==> src/rtl/dual_core_mem_arbiter_pkg.sv <==
// rtl/dual_core_mem_arbiter_pkg.sv - shared types and defaults for the dual-core RAM arbiter
//
// Purpose: owner encoding, default widths and a small helper used by the
// arbiter top level and the round-robin picker.
// Ports: none (package).
package mem_arb_pkg;

  localparam int DEF_AW       = 8;
  localparam int DEF_DW       = 8;
  localparam int DEF_HOLD_MAX = 4;

  typedef enum logic {
    OWN_C1 = 1'b0,
    OWN_C2 = 1'b1
  } owner_e;

  function automatic owner_e other_owner(owner_e o);
    return (o == OWN_C1) ? OWN_C2 : OWN_C1;
  endfunction

endpackage

==> src/rtl/dual_core_mem_arbiter_if.sv <==
// rtl/dual_core_mem_arbiter_if.sv - core request/response and RAM port bundle
//
// Purpose: groups both cores' req/gnt handshakes, read returns and the
// single RAM port so the arbiter and its environment share one connection.
// Ports (signals):
//   req1/2, we1/2, lock1/2, addr1/2, wdata1/2 : core requests
//   gnt1/2, rvalid1/2, rdata1/2               : grants and read returns
//   mem_addr, mem_data, mem_wren              : RAM port driven by the arbiter
//   mem_q                                     : RAM output, one cycle after address
// Modports: slave = arbiter side, master = cores + RAM side.
interface dual_core_mem_arbiter_if #(
  parameter int AW = mem_arb_pkg::DEF_AW,
  parameter int DW = mem_arb_pkg::DEF_DW
) ();

  logic          req1;
  logic          req2;
  logic          we1;
  logic          we2;
  logic          lock1;
  logic          lock2;
  logic [AW-1:0] addr1;
  logic [AW-1:0] addr2;
  logic [DW-1:0] wdata1;
  logic [DW-1:0] wdata2;
  logic          gnt1;
  logic          gnt2;
  logic          rvalid1;
  logic          rvalid2;
  logic [DW-1:0] rdata1;
  logic [DW-1:0] rdata2;
  logic [AW-1:0] mem_addr;
  logic [DW-1:0] mem_data;
  logic          mem_wren;
  logic [DW-1:0] mem_q;

  modport slave (
    input  req1, req2, we1, we2, lock1, lock2,
    input  addr1, addr2, wdata1, wdata2, mem_q,
    output gnt1, gnt2, rvalid1, rvalid2, rdata1, rdata2,
    output mem_addr, mem_data, mem_wren
  );

  modport master (
    output req1, req2, we1, we2, lock1, lock2,
    output addr1, addr2, wdata1, wdata2, mem_q,
    input  gnt1, gnt2, rvalid1, rvalid2, rdata1, rdata2,
    input  mem_addr, mem_data, mem_wren
  );

endinterface

==> src/rtl/dual_core_mem_arbiter_rr_pick2.sv <==
// rtl/dual_core_mem_arbiter_rr_pick2.sv - two-way round-robin picker with bounded lock
//
// Purpose: chooses one of two requesters per cycle. Alternates under
// contention, except that a locking last winner may keep ownership for at
// most HOLD_MAX consecutive contended grants.
// Ports:
//   clk, rst_n      : clock, asynchronous active-low reset
//   req[1:0]        : requests (bit 0 = core 1, bit 1 = core 2)
//   lock[1:0]       : ownership-keep requests, same bit order
//   win_valid       : some core wins this cycle
//   win_id          : winning core (OWN_C1 / OWN_C2)
module rr_pick2
  import mem_arb_pkg::*;
#(
  parameter int HOLD_MAX = DEF_HOLD_MAX
) (
  input  logic       clk,
  input  logic       rst_n,
  input  logic [1:0] req,
  input  logic [1:0] lock,
  output logic       win_valid,
  output owner_e     win_id
);

  localparam int HW = (HOLD_MAX < 1) ? 1 : $clog2(HOLD_MAX + 1);

  owner_e        last_q;
  logic [HW-1:0] hold_cnt;
  logic [HW-1:0] hold_nxt;
  logic          contended;
  logic          last_lock;
  logic          keep_last;

  always_comb begin
    contended = req[0] & req[1];
    last_lock = (last_q == OWN_C1) ? lock[0] : lock[1];
    keep_last = last_lock && (hold_cnt < HW'(HOLD_MAX));
    win_valid = |req;
    if (contended) begin
      win_id = keep_last ? last_q : other_owner(last_q);
    end else if (req[0]) begin
      win_id = OWN_C1;
    end else begin
      win_id = OWN_C2;
    end
  end

  // Counts consecutive contended grants to the same core; an uncontended
  // grant or an idle cycle forgets the streak.
  always_comb begin
    hold_nxt = '0;
    if (contended) begin
      hold_nxt = (win_id == last_q) ? hold_cnt + HW'(1) : HW'(1);
    end
  end

  always_ff @(posedge clk or negedge rst_n) begin
    if (!rst_n) begin
      last_q   <= OWN_C2;
      hold_cnt <= '0;
    end else begin
      if (win_valid) begin
        last_q <= win_id;
      end
      hold_cnt <= hold_nxt;
    end
  end

endmodule

==> src/rtl/dual_core_mem_arbiter.sv <==
// rtl/dual_core_mem_arbiter.sv - arbiter sharing one synchronous RAM between two cores
//
// Purpose: grants one core per cycle (zero-latency gnt), muxes its request
// onto the RAM port and returns read data to that core one cycle later.
// Ports:
//   CLK    : clock, rising edge
//   rst_n  : asynchronous active-low reset; all outputs forced to 0 while low
//   bus    : dual_core_mem_arbiter_if.slave (core handshakes + RAM port)
module dual_core_mem_arbiter
  import mem_arb_pkg::*;
#(
  parameter int AW       = DEF_AW,
  parameter int DW       = DEF_DW,
  parameter int HOLD_MAX = DEF_HOLD_MAX
) (
  input logic                    CLK,
  input logic                    rst_n,
  dual_core_mem_arbiter_if.slave bus
);

  logic          win_valid;
  owner_e        win_id;
  logic          grant;
  logic          pick1;
  logic          pick2;
  logic [AW-1:0] addr_sel;
  logic [DW-1:0] data_sel;
  logic          we_sel;
  logic          rd_pend;
  owner_e        rd_owner;
  logic          rvalid1;
  logic          rvalid2;

  rr_pick2 #(
    .HOLD_MAX (HOLD_MAX)
  ) u_pick (
    .clk       (CLK),
    .rst_n     (rst_n),
    .req       ({bus.req2, bus.req1}),
    .lock      ({bus.lock2, bus.lock1}),
    .win_valid (win_valid),
    .win_id    (win_id)
  );

  // gnt is combinational from req, so it is gated with rst_n to keep every
  // output at zero while reset is held.
  always_comb begin
    grant    = win_valid & rst_n;
    pick1    = grant && (win_id == OWN_C1);
    pick2    = grant && (win_id == OWN_C2);
    addr_sel = '0;
    data_sel = '0;
    we_sel   = 1'b0;
    if (pick1) begin
      addr_sel = bus.addr1;
      data_sel = bus.wdata1;
      we_sel   = bus.we1;
    end else if (pick2) begin
      addr_sel = bus.addr2;
      data_sel = bus.wdata2;
      we_sel   = bus.we2;
    end
  end

  always_ff @(posedge CLK or negedge rst_n) begin
    if (!rst_n) begin
      rd_pend  <= 1'b0;
      rd_owner <= OWN_C1;
    end else begin
      rd_pend <= grant && !we_sel;
      if (grant && !we_sel) begin
        rd_owner <= win_id;
      end
    end
  end

  always_comb begin
    rvalid1 = rd_pend && (rd_owner == OWN_C1);
    rvalid2 = rd_pend && (rd_owner == OWN_C2);
  end

  assign bus.gnt1     = pick1;
  assign bus.gnt2     = pick2;
  assign bus.mem_addr = addr_sel;
  assign bus.mem_data = data_sel;
  assign bus.mem_wren = we_sel;
  assign bus.rvalid1  = rvalid1;
  assign bus.rvalid2  = rvalid2;
  assign bus.rdata1   = rvalid1 ? bus.mem_q : '0;
  assign bus.rdata2   = rvalid2 ? bus.mem_q : '0;

endmodule

==> src/flat_wrapper.sv <==
// flat-port wrapper written by rule: the top's interface ports become plain ports
module dual_core_mem_arbiter_flat import mem_arb_pkg::*;
#(
  parameter int AW       = DEF_AW,
  parameter int DW       = DEF_DW,
  parameter int HOLD_MAX = DEF_HOLD_MAX
)
  (CLK, rst_n, bus_req1, bus_req2, bus_we1, bus_we2, bus_lock1, bus_lock2, bus_addr1, bus_addr2, bus_wdata1, bus_wdata2, bus_mem_q, bus_gnt1, bus_gnt2, bus_rvalid1, bus_rvalid2, bus_rdata1, bus_rdata2, bus_mem_addr, bus_mem_data, bus_mem_wren);
  dual_core_mem_arbiter_if #(.AW(AW), .DW(DW)) bus_i ();
  input logic CLK;
  input logic rst_n;
  input wire logic [$bits(bus_i.req1)-1:0] bus_req1;
  input wire logic [$bits(bus_i.req2)-1:0] bus_req2;
  input wire logic [$bits(bus_i.we1)-1:0] bus_we1;
  input wire logic [$bits(bus_i.we2)-1:0] bus_we2;
  input wire logic [$bits(bus_i.lock1)-1:0] bus_lock1;
  input wire logic [$bits(bus_i.lock2)-1:0] bus_lock2;
  input wire logic [$bits(bus_i.addr1)-1:0] bus_addr1;
  input wire logic [$bits(bus_i.addr2)-1:0] bus_addr2;
  input wire logic [$bits(bus_i.wdata1)-1:0] bus_wdata1;
  input wire logic [$bits(bus_i.wdata2)-1:0] bus_wdata2;
  input wire logic [$bits(bus_i.mem_q)-1:0] bus_mem_q;
  output wire logic [$bits(bus_i.gnt1)-1:0] bus_gnt1;
  output wire logic [$bits(bus_i.gnt2)-1:0] bus_gnt2;
  output wire logic [$bits(bus_i.rvalid1)-1:0] bus_rvalid1;
  output wire logic [$bits(bus_i.rvalid2)-1:0] bus_rvalid2;
  output wire logic [$bits(bus_i.rdata1)-1:0] bus_rdata1;
  output wire logic [$bits(bus_i.rdata2)-1:0] bus_rdata2;
  output wire logic [$bits(bus_i.mem_addr)-1:0] bus_mem_addr;
  output wire logic [$bits(bus_i.mem_data)-1:0] bus_mem_data;
  output wire logic [$bits(bus_i.mem_wren)-1:0] bus_mem_wren;
  assign bus_i.req1 = bus_req1;
  assign bus_i.req2 = bus_req2;
  assign bus_i.we1 = bus_we1;
  assign bus_i.we2 = bus_we2;
  assign bus_i.lock1 = bus_lock1;
  assign bus_i.lock2 = bus_lock2;
  assign bus_i.addr1 = bus_addr1;
  assign bus_i.addr2 = bus_addr2;
  assign bus_i.wdata1 = bus_wdata1;
  assign bus_i.wdata2 = bus_wdata2;
  assign bus_i.mem_q = bus_mem_q;
  assign bus_gnt1 = bus_i.gnt1;
  assign bus_gnt2 = bus_i.gnt2;
  assign bus_rvalid1 = bus_i.rvalid1;
  assign bus_rvalid2 = bus_i.rvalid2;
  assign bus_rdata1 = bus_i.rdata1;
  assign bus_rdata2 = bus_i.rdata2;
  assign bus_mem_addr = bus_i.mem_addr;
  assign bus_mem_data = bus_i.mem_data;
  assign bus_mem_wren = bus_i.mem_wren;
  dual_core_mem_arbiter #(.AW(AW), .DW(DW), .HOLD_MAX(HOLD_MAX)) u_core (.CLK(CLK), .rst_n(rst_n), .bus(bus_i));
endmodule
==> config.mk <==
export PLATFORM = sky130hd
export DESIGN_NAME = dual_core_mem_arbiter_flat
export DESIGN_NICKNAME = d
export VERILOG_FILES = /design/src/rtl/dual_core_mem_arbiter_pkg.sv /design/src/rtl/dual_core_mem_arbiter_if.sv /design/src/rtl/dual_core_mem_arbiter_rr_pick2.sv /design/src/rtl/dual_core_mem_arbiter.sv /design/src/flat_wrapper.sv
export SDC_FILE = /design/constraint.sdc
export NUM_CORES = 1
export LEC_CHECK = 0
export CORE_UTILIZATION = 28
export CTS_CLUSTER_DIAMETER = 40
export DETAILED_ROUTE_END_ITERATION = 6
export GPL_TIMING_DRIVEN = 0
export PLACE_DENSITY = 0.85
export SYNTH_ARGS = -nofsm -noshare
export SYNTH_HDL_FRONTEND = slang
export SYNTH_SLANG_ARGS = --single-unit
export TNS_END_PERCENT = 20
==> constraint.sdc <==
create_clock -name CLK -period 1.8 [get_ports CLK]
set_input_delay 0.18 -clock CLK [delete_from_list [all_inputs] [get_ports CLK]]
set_output_delay 0.18 -clock CLK [all_outputs]
set_load 0.1 [all_outputs]
== Word-level counts from Yosys, hierarchy flattened ==
Cells that the tools add are included.
Word-level totals
  flip-flop bits (word level): 6
  bits in latches: 0
  memory bits (writable): 0
  ROM bits: 0
  input bits: 48
  output and inout bits: 37
  logic and storage cells: 34
  memories: 0
Cells by class
  $add $sub $neg: 1
  multipliers: 0
  div/mod/pow operators: 0
  $lt $le $gt $ge: 1
  equal/unequal tests: 1
  shift operators: 0
  mux-type cells: 15
  bitwise operators: 4
  reductions and logical operators: 8
Operators with widths (count)
  two-way mux 8 bit: 6
  two-way mux 1 bit: 7
  logical AND 1 bit: 6
  two-way mux 3 bit: 2
  adder 3 x 1 -> 3 bit (second input constant): 1
  < comparator 3 bit (second input constant): 1
  AND 1 bit: 2
  inverter 1 bit: 2
  OR reduction 2 bit: 1
  == test 1 bit: 1
  logical NOT 1 bit: 1

== Depth between registers and ports, before layout ==
  depth after elaboration: 9
  mapped depth: 5
  mapped depth without buffers: 3

== Hierarchy ==
Synthesis repeated with hierarchy kept, for this count alone.
Second synthesis, totals
  cell total of the unflattened synthesis: 85
  area total of the unflattened synthesis: 689.4 um^2
Modules (own cells, without submodules)
  dual_core_mem_arbiter: instances 1, cells each 67, area an instance 478.0 um^2
  rr_pick2: instances 1, cells each 18, area an instance 211.5 um^2

== Worst setup path before layout ==
Ideal clock, no wire load.
  path kind: flip-flop to output port
  start point: register u_core.u_pick.last_q
  end point: output port bus_mem_addr[0]
  data arrival time: 2.662 ns
  path slack: -1.042 ns
  stages on the path, launching flop included: 5
  buffers on the path: 1
  path through: dfstp_2 -> nand4b_1 -> o311ai_4 -> buf_6 -> mux2i_1
Between the ends
  longest elaborated chain between the ends: 7
  elaborated cells between the ends (all ways): 10
RTL lines
  start: declaration: line dual_core_mem_arbiter_rr_pick2.sv:27  | owner_e last_q;
  start signal: assignment: line dual_core_mem_arbiter_rr_pick2.sv:63  | last_q <= win_id;
  two-way mux 1 bit: line dual_core_mem_arbiter_rr_pick2.sv:36  | last_lock = (last_q == OWN_C1) ? lock[0] : lock[1];
  logical AND 1 bit: line dual_core_mem_arbiter_rr_pick2.sv:37  | keep_last = last_lock && (hold_cnt < HW'(HOLD_MAX));
  two-way mux 1 bit (*): line dual_core_mem_arbiter_rr_pick2.sv:40  | win_id = keep_last ? last_q : other_owner(last_q);
  two-way mux 1 bit (*): line dual_core_mem_arbiter_rr_pick2.sv:39  | if (contended) begin
  logical AND 1 bit or inverter 1 bit (tied branches): line dual_core_mem_arbiter.sv:50, dual_core_mem_arbiter.sv:49
  two-way mux 8 bit or logical AND 1 bit (tied branches): line dual_core_mem_arbiter.sv:58, dual_core_mem_arbiter.sv:49
  two-way mux 8 bit (*): line dual_core_mem_arbiter.sv:54  | if (pick1) begin
  end: declaration: line flat_wrapper.sv:29  | output wire logic [$bits(bus_i.mem_addr)-1:0] bus_mem_addr;
Every way passes the cells marked *; elsewhere a longest branch is shown, timed or not.

== Worst setup path in the final report ==
  start point: register u_core.u_pick.last_q
  end point: output port bus_mem_addr[3]
Same word-level chain as after synthesis.

==> results.py <==
metrics = {
    "setup_path": {
        "worst_ep_arrival_time_ps": 1910,
        "crit_slowest_cell": "dfstp_2",
        "timing.critical_path.mode_cell": "buf_12",
        "worst-path-max-fanout": 5,
        "ff2ff_path_depth": 6,
        "start_kind": "flop",
        "path_class": "flop to output pin",
        "rrSetupSlack_ps": 180,
        "endpoint_kind": "output pin",
        "r2r_end": "u_core.rd_pend",
        "cp_cell_sequence": "nand4b_1, o311ai_4, buf_6, buf_12, mux2i_4, buf_12",
        "cp.required_ps": 1620,
        "cpPeakStageDelay_ps": 560,
        "r2r-start": "u_core.u_pick.last_q",
    },
    "floorplanning": {
        "rows": 18,
        "die_w_um": 54.6,
        "ios": 85,
        "dieArea_mm2": 0.00298,
        "die_y_um": 54.6,
        "core-area_mm2": 0.00254,
        "start_util_pct": 30.4,
    },
    "clock_network": {
        "cts.path.max_buffers": 2,
        "insertion_delay_ps": 260,
        "ctsHtreeMaxLevel": 1,
        "cts_root_buf": "clkbuf_4",
        "path_clk_slew_ps": 40,
        "numClockSinks": 6,
        "cts_tree": "built",
        "cts_buffers": 3,
    },
    "sta": {
        "fin_ws_ps": -285,
        "whs_ps": 27.0,
        "finalCritPeriodShare_pct": 116,
        "tightest_slew_ps": 485,
        "period_minus_slack_ps": 2090,
        "hold_viol_final": 0,
        "setup_viol": 19,
        "grt_setup_unrepaired": "yes",
        "fin_skew_ps": 5.18,
        "slew_headroom_pct": 67.9,
        "maxSlewViolCount": 0,
        "setup_tns_ps": -4600,
        "fmax_ghz": 0.480,
    },
    "logic_synthesis": {
        "yosysUniqueCellTypes": 21,
        "synth_adder_area_share_pct": 1.62,
        "postSynthCellCount": 106,
        "ys_async_sr_fraction_pct": 100,
        "synth_top_area_share_pct": 24.6,
        "synth_top_family_by_area": "simple AND/OR/NAND/NOR gates",
        "yosys.area.top_type": "mux2i_1",
        "synth.mux.area_fraction_pct": 24.6,
        "synth_area_leaders": "mux2i_1, nand2_1, dfrtp_1",
        "synth-seq-cells": 6,
        "avgSynthCellArea_um2": 7.31,
        "synth_warnings": 0,
        "synth_compound_area_share_pct": 8.08,
        "ys_seq_area_share_pct": 19.5,
        "synthSimpleGateAreaFrac_pct": 38.4,
        "synth-edff-count": 0,
        "synthFlopType": "dfrtp_1",
        "syn_nets": 155,
        "syn_area_um2": 774,
        "synth-xor-area-share_pct": 0,
    },
    "power_and_ir_drop": {
        "p_per_area_mw_per_mm2": 603,
        "combPwrFrac_pct": 77.1,
        "total_power_mw": 1.31,
        "p_switching_mw": 0.673,
        "switching_share_pct": 51.5,
        "power_frac_seq_pct": 12.0,
        "vdd_ir_drop_max_mv": 0.415,
        "p_clk_share_pct": 10.9,
        "internal-power_mw": 0.633,
        "p_leak_nw": 0.954,
    },
    "grt": {
        "grt_usage_pct": 25.7,
        "grt_pass1_wl_um": 5130,
        "grt_max_degree": 11,
        "grt_pass1_vias": 1111,
        "overflow": 0,
        "antenna_found_initial": 0,
    },
    "routing": {
        "avgViaCountPerCell": 4.94,
        "drcViolationCount": 0,
        "first_iter_violations": 20,
        "ant_nets": 0,
        "drt-wirelength-per-cell_um": 15.5,
        "first_pass_iters": 4,
        "vias": 1155,
        "wl_um": 3630,
    },
    "status": {
        "outcome": "finished, violations left",
        "violations": "setup timing",
    },
    "placed_design": {
        "place.gp.congestion": 0.670,
        "dpl-instance-area_mm2": 0.00188,
        "port_buffers": 84,
        "hpwl_um": 2400,
        "post-place-ws_ps": -1360,
    },
    "cells_and_area": {
        "drive_gt1_share_pct": 38.2,
        "area_delta_synth_final_pct": 179,
        "final_cell_area_mm2": 0.00216,
        "layout_commonest_cell": "clkdlybuf4s50_1",
        "ff_latch_area_um2": 151,
        "final_cell_mix": "clkdlybuf4s50_1, nand2_1, buf_12, clkbuf_4, mux2i_4",
        "num_antenna_cells": 0,
        "n_fill_cell": 124,
        "multi_input_area_um2": 781,
        "nets": 254,
    },
    "hold_path": {
        "hp-class": "input port to async pin",
    },
    "job": {
        "max_cap_viol_count": 0,
    },
}
-- cell type report --
type,count,share of cell area [%]
Clock buffer,4,1.21
Inverter,3,0.520
Timing Repair Buffer,94,50.3
Buffer,8,3.18
Sequential cell,6,6.99
Multi-Input combinational cell,89,36.1
Tap cell,30,1.73
-- worst max-delay path by stage --
stage                       to  depth (start not counted)            startpoint  slack, ps
3_3_place_gp   bus_mem_data[0]                          6              bus_req2      -1320
5_1_grt        bus_mem_addr[3]                          6  u_core.u_pick.last_q       -340
4_1_cts        bus_mem_data[0]                          7  u_core.u_pick.last_q       -280
6_report       bus_mem_addr[3]                          6  u_core.u_pick.last_q       -290
3_5_place_dp   bus_mem_addr[3]                          7                 rst_n      -1360
2_1_floorplan         bus_gnt2                          4  u_core.u_pick.last_q       -290
-- repair_timing --
action	in CTS	in global routing
endpoints found under the hold margin	5	0
buffers inserted	7	2
pin swaps	1	0
setup endpoints to repair	37	37
gates cloned	2	0
resized for setup	261	28
hold buffers	1	0
-- critical path, delay by kind of cell, from the launching register on --
kind                   cells  cell delay [ps]
and+or+nand+nor            1              170
AOI/OAI and AO/OA          1              120
muxes                      1              260
buffers and inverters      3              540
DFF                        1              560
-- layer usage --
metal | track usage (%) | share of wire (%)
met5 | 0 | 0
met4 | 16.7 | 3.5
met3 | 5.28 | 10
met2 | 50.0 | 53
met1 | 23.5 | 34
-- registers in the layout, indices dropped and copies added, names as in the netlist --
| name | flops |
|---|---|
| u_core.rd_owner | 1 |
| u_core.u_pick.last_q | 1 |
| u_core.rd_pend | 1 |
| u_core.u_pick.hold_cnt | 3 |
-- stage by stage --
step / utilization (%) / cells
2_1_floorplan: - / 106
3_3_place_gp: 73.8 / 220
3_5_place_dp: 73.8 / 220
4_1_cts: 86.0 / 234
5_1_grt: 85.1 / 234
6_report: 85.1 / 234
-- kinds of logic after synthesis --
logic type,count (synthesis)
buf+inv,11
simple gates,63
mux,19
fa+ha+maj,1
compound gates,6
flops,6
-- Yosys cell counts, types with 2 or more instances --
cell type,number
clkbuf_1,3
buf_6,2
and2_1,12
nor2_1,2
buf_2,3
dfrtp_1,5
mux2i_1,19
and3_1,8
nand2_1,37
nor2b_1,2
inv_1,2
o21a_1,2
-- power groups by stage --
stage / combinational (mW) / clock [mW] / sequential (mW)
finish: 1.01 / 0.142 / 0.157
global route: 1.04 / 0.153 / 0.159
CTS: 1.01 / 0.139 / 0.156
detailed placement: 0.861 / 0 / 0.160
global placement: 0.850 / 0 / 0.159
floorplan: 0.625 / 0 / 0.158
No activity file was read; power rests on OpenSTA's default activity.
